===== src/rtl/mem_port_sched.sv =====
// Shares one external memory port between instruction fetch and data access.
// Data has priority; fetch wins after STARVE_MAX consecutive lost arbitrations.
module mem_port_sched #(
    parameter int width      = 32,
    parameter int STARVE_MAX = 4
) (
    input  logic             clk,
    input  logic             rst,
    input  logic             if_req,
    input  logic [width-1:0] if_addr,
    input  logic             if_flush,
    output logic             if_gnt,
    output logic             if_valid,
    output logic [width-1:0] if_rdata,
    input  logic             d_req,
    input  logic             d_we,
    input  logic [1:0]       d_sel,
    input  logic [width-1:0] d_addr,
    input  logic [width-1:0] d_wdata,
    output logic             d_gnt,
    output logic             d_done,
    output logic [width-1:0] d_rdata,
    input  logic             mdelay,
    input  logic [width-1:0] DataIn,
    output logic [width-1:0] AddrOut,
    output logic [width-1:0] DataOut,
    output logic             we,
    output logic             re,
    output logic [1:0]       sel,
    output logic             busy
);

    typedef enum logic [1:0] {IDLE, IF_ACC, D_ACC} state_t;

    state_t     state;
    logic [3:0] starve_cnt;
    logic       stale;
    logic       fetch_priority;

    assign fetch_priority = if_req && (starve_cnt == 4'(STARVE_MAX));
    // Grants are gated by reset so nothing is accepted while reset is held.
    assign d_gnt  = rst && (state == IDLE) && d_req && !fetch_priority;
    assign if_gnt = rst && (state == IDLE) && if_req && !d_gnt;
    assign busy   = (state != IDLE);

    always_ff @(posedge clk or negedge rst) begin
        if (!rst) begin
            state      <= IDLE;
            starve_cnt <= '0;
            stale      <= 1'b0;
            if_valid   <= 1'b0;
            if_rdata   <= '0;
            d_done     <= 1'b0;
            d_rdata    <= '0;
            AddrOut    <= '0;
            DataOut    <= '0;
            we         <= 1'b0;
            re         <= 1'b0;
            sel        <= 2'b00;
        end else begin
            if_valid <= 1'b0;
            d_done   <= 1'b0;
            unique case (state)
                IDLE: begin
                    if (d_gnt) begin
                        state   <= D_ACC;
                        AddrOut <= d_addr;
                        DataOut <= d_we ? d_wdata : '0;
                        sel     <= d_sel;
                        we      <= d_we;
                        re      <= !d_we;
                        if (!if_req) begin
                            starve_cnt <= '0;
                        end else if (starve_cnt != 4'(STARVE_MAX)) begin
                            starve_cnt <= starve_cnt + 4'd1;
                        end
                    end else if (if_gnt) begin
                        state      <= IF_ACC;
                        AddrOut    <= if_addr;
                        DataOut    <= '0;
                        sel        <= 2'b10;
                        we         <= 1'b0;
                        re         <= 1'b1;
                        stale      <= if_flush;
                        starve_cnt <= '0;
                    end else begin
                        starve_cnt <= '0;
                    end
                end
                IF_ACC: begin
                    if (if_flush) begin
                        stale <= 1'b1;
                    end
                    if (!mdelay) begin
                        state <= IDLE;
                        re    <= 1'b0;
                        // A flush on the completion cycle also makes the word stale.
                        if (!stale && !if_flush) begin
                            if_rdata <= DataIn;
                            if_valid <= 1'b1;
                        end
                    end
                end
                D_ACC: begin
                    if (!mdelay) begin
                        state  <= IDLE;
                        we     <= 1'b0;
                        re     <= 1'b0;
                        d_done <= 1'b1;
                        if (!we) begin
                            d_rdata <= DataIn;
                        end
                    end
                end
                default: state <= IDLE;
            endcase
        end
    end

endmodule


===== config.mk =====
export PLATFORM = sky130hd
export DESIGN_NAME = mem_port_sched
export DESIGN_NICKNAME = d
export VERILOG_FILES = /design/src/rtl/mem_port_sched.sv
export SDC_FILE = /design/constraint.sdc
export NUM_CORES = 1
export LEC_CHECK = 0
export CORE_AREA = 2 2 105 107
export CTS_CLUSTER_SIZE = 8
export DETAILED_ROUTE_END_ITERATION = 10
export DIE_AREA = 0 0 107 109
export DONT_BUFFER_PORTS = 1
export GPL_TIMING_DRIVEN = 0
export PLACE_DENSITY = 0.82
export SLEW_MARGIN = 20
export SYNTH_ARGS = -nofsm -noshare
export SYNTH_HDL_FRONTEND = slang
export SYNTH_SLANG_ARGS = --single-unit

===== constraint.sdc =====
create_clock -name clk -period 1.6 [get_ports clk]
set_input_delay 0.24 -clock clk [delete_from_list [all_inputs] [get_ports clk]]
set_output_delay 0.24 -clock clk [all_outputs]
set_load 0.02 [all_outputs]

==> metrics.txt <==
slowest cell delay on critical path=410 ps; setup TNS=-38,130 ps; Non-Filler Instances=811; worst reg2reg path depth=11; skew final=14.9 ps; gpl congestion=0.779; TritonCTS Buffers=17; htree depth=4; number of placed instances, taps included=591; power per cell area=1950 nW/um^2; crit path kind=reg -> out; Syn. warnings=0; Post-Syn Area=5880 sq um; GRT overflow=0; Sequential Area=3530 sq um; height of the die=109 um; Post-synth EDFFs=0; maximum vdd ir drop=1.29 mV; status=finished, violations left; Final ANT Viol Nets=0; worst-path fanout max=8; Die ar.=11,700 sq um; ys async rst share=100%; Iter 0 DRT Violations=625; routed via count=5,285; die span in x=107 um; max_cap viols=0; max_slew headroom=60.9%; Row Count=38; period utilization=132%; routed length per instance=30.1 um; Max Clk Rate=0.472 GHz; Pwr Total=18.4 mW; # setup viols final=136; vias in the first global route=5,470; CTS root buf=clkbuf_8; Area Overhead vs Synth=60.2%; nets=800; Port Buf Inserts=0; WP data required=1360 ps; # clock sinks=141; Mapped Nets=593; Worst setup EP type=primary output; Fin. Hold Viols=141; CTS tree=done; layout cells sized above 1=37.2%; P_leak=4.14 nW; WHS=-586 ps; RSZ-0062 raised after global routing=true; Layout fillers=360; initial antenna violation count=0; final worst slack=-520 ps; max-slew violation count=0; CTS clk-pin slew, worst paths=70 ps; total detailed-routing wirelength=24,400 um; HPWL after detailed placement=9990 um; violated checks=hold timing, setup timing; CP startpoint kind=register; Worst Hold Class=in -> async; Worst Path Arrival=1880 ps; Starting Density=55.5%; post-route minimum period=2120 ps; core area=10,600 sq um; drt pass-1 iters=5; Cell Chain, Critical Path=inv_2 -> ha_4 -> and4b_1 -> or2_1 -> buf_6 -> inv_12 -> nor2_4; Syn Inst Count=451; ys flop type=dfrtp_1; Via-to-Cell Ratio=6.52; Unique masters post-synth=38; DRC viols=0; first-pass GRT wire length=32,300 um; area of the multi-input gates=2600 sq um; Clock Tree Buf Depth=2; Crit-path slowest cell=dfrtp_1; GRT Util Overall=37.7%; Mean Syn Cell Area=13.0 sq um; Seq/Total Area, Yosys=60.0%; register bit count reported by yosys=141; io pins=274; Worst-Margin Slew=587 ps; worst skew pair latency=520 ps; largest net degree at the start of global routing=143
sequential cells by signal, summed over array words and instances (netlist names), 2 cells and up:
name,flops
sel,2
d_rdata,32
DataOut,32
starve_cnt,4
if_rdata,32
state,2
AddrOut,32
critical path: cells and delay by family (launching register included):
family,cells,cell delay [ps]
adders and majority gates,1,160
DFF,1,410
buffers and inverters,3,310
and+or+nand+nor,3,490
synthesized netlist by cell type, types with 3 or more instances:
master	number	share of area, %
nand3_1	3	0.26
nor2_1	69	4.4
a211oi_2	30	6.4
buf_2	12	1.0
a22o_1	33	4.9
clkbuf_1	15	0.96
a32o_1	3	0.51
dfrtp_1	141	60
buf_6	6	1.1
mux2_2	64	12
nor3_1	33	2.8
inv_1	9	0.57
ha_1	5	1.1
per-layer routing:
layer	wire, um	global-route usage, %
met5	0	0
met4	1710	20.6
met3	2450	13.0
met2	11900	64.0
met1	8380	42.0
path summary, 6_finish.rpt:
path                       slack, ps           from             to
min                             -590            rst     d_rdata[5]
max                             -520  starve_cnt[0]         if_gnt
min in group clk                  50         if_req  starve_cnt[3]
min reg2reg                      620  starve_cnt[3]  starve_cnt[3]
max reg2reg                     -420       state[0]    d_rdata[30]
max in group asynchronous       1890            rst   if_rdata[13]
stage by stage:
step / utilization (%) / cell area (sq um) / worst slack (ps)
floorplan: - / 5900 / -47.9
global placement: 57.3 / 6080 / -358
detailed placement: 57.3 / 6080 / -418
CTS: 87.3 / 9250 / -537
global route: 88.9 / 9420 / -567
finish: 88.9 / 9420 / -520
kinds of logic (layout without fill, tap and decap cells):
group           after synthesis  count (layout)  share of synthesized area, %
flops                       141             141                          60.0
simple gates                113             113                          8.65
compound gates               83              83                          14.0
mux                          64              64                          12.2
buf+inv                      43             262                          3.76
fa+ha+maj                     5               5                          1.06
xor+xnor                      2               2                         0.298
other cells                   0               1                             0
where the power goes:
| group | total [mW] | leakage, nW | internal, mW | switching (mW) |
|---|---|---|---|---|
| clock network | 4.34 | 0.302 | 2.70 | 1.64 |
| logic | 5.40 | 2.11 | 3.02 | 2.38 |
| registers | 8.65 | 1.73 | 5.13 | 3.51 |
cell usage in the layout, fill, tap and decap left out, types with 4 or more instances in the layout:
cell type,instances
clkbuf_16,18
bufinv_16,5
inv_2,4
dlygate4sd3_1,130
mux2_4,56
ha_4,4
clkbuf_8,4
nor3_4,4
buf_4,25
buf_12,12
buf_6,23
nor3_2,5
mux2_2,8
clkbuf_2,4
a211oi_4,5
a211oi_2,27
buf_8,13
dfrtp_1,141
nor3_1,24
nor2_1,66
buf_16,4
a22o_1,33
cell type report:
class                   count  share of cell area [%]
plain buffers              32                    4.25
diodes                      1                  0.0266
clock buffers              18                    4.43
well taps                 140                    1.86
clock inverters            13                    2.27
multi-input cells         267                    27.6
repair buffers            189                    21.6
flip-flops and latches    141                    37.4
inverters                  10                   0.597
timing repair:
item                                    4_1_cts  5_1_grt
gates cloned                                 11        1
setup buffers                                41       14
gates resized for setup                     185       43
pin swaps                                    19        6
hold buffers                                129        1
hold endpoints to repair                    276      142
endpoints found under the setup margin      140      142
Power figures use the tool's default switching activity.
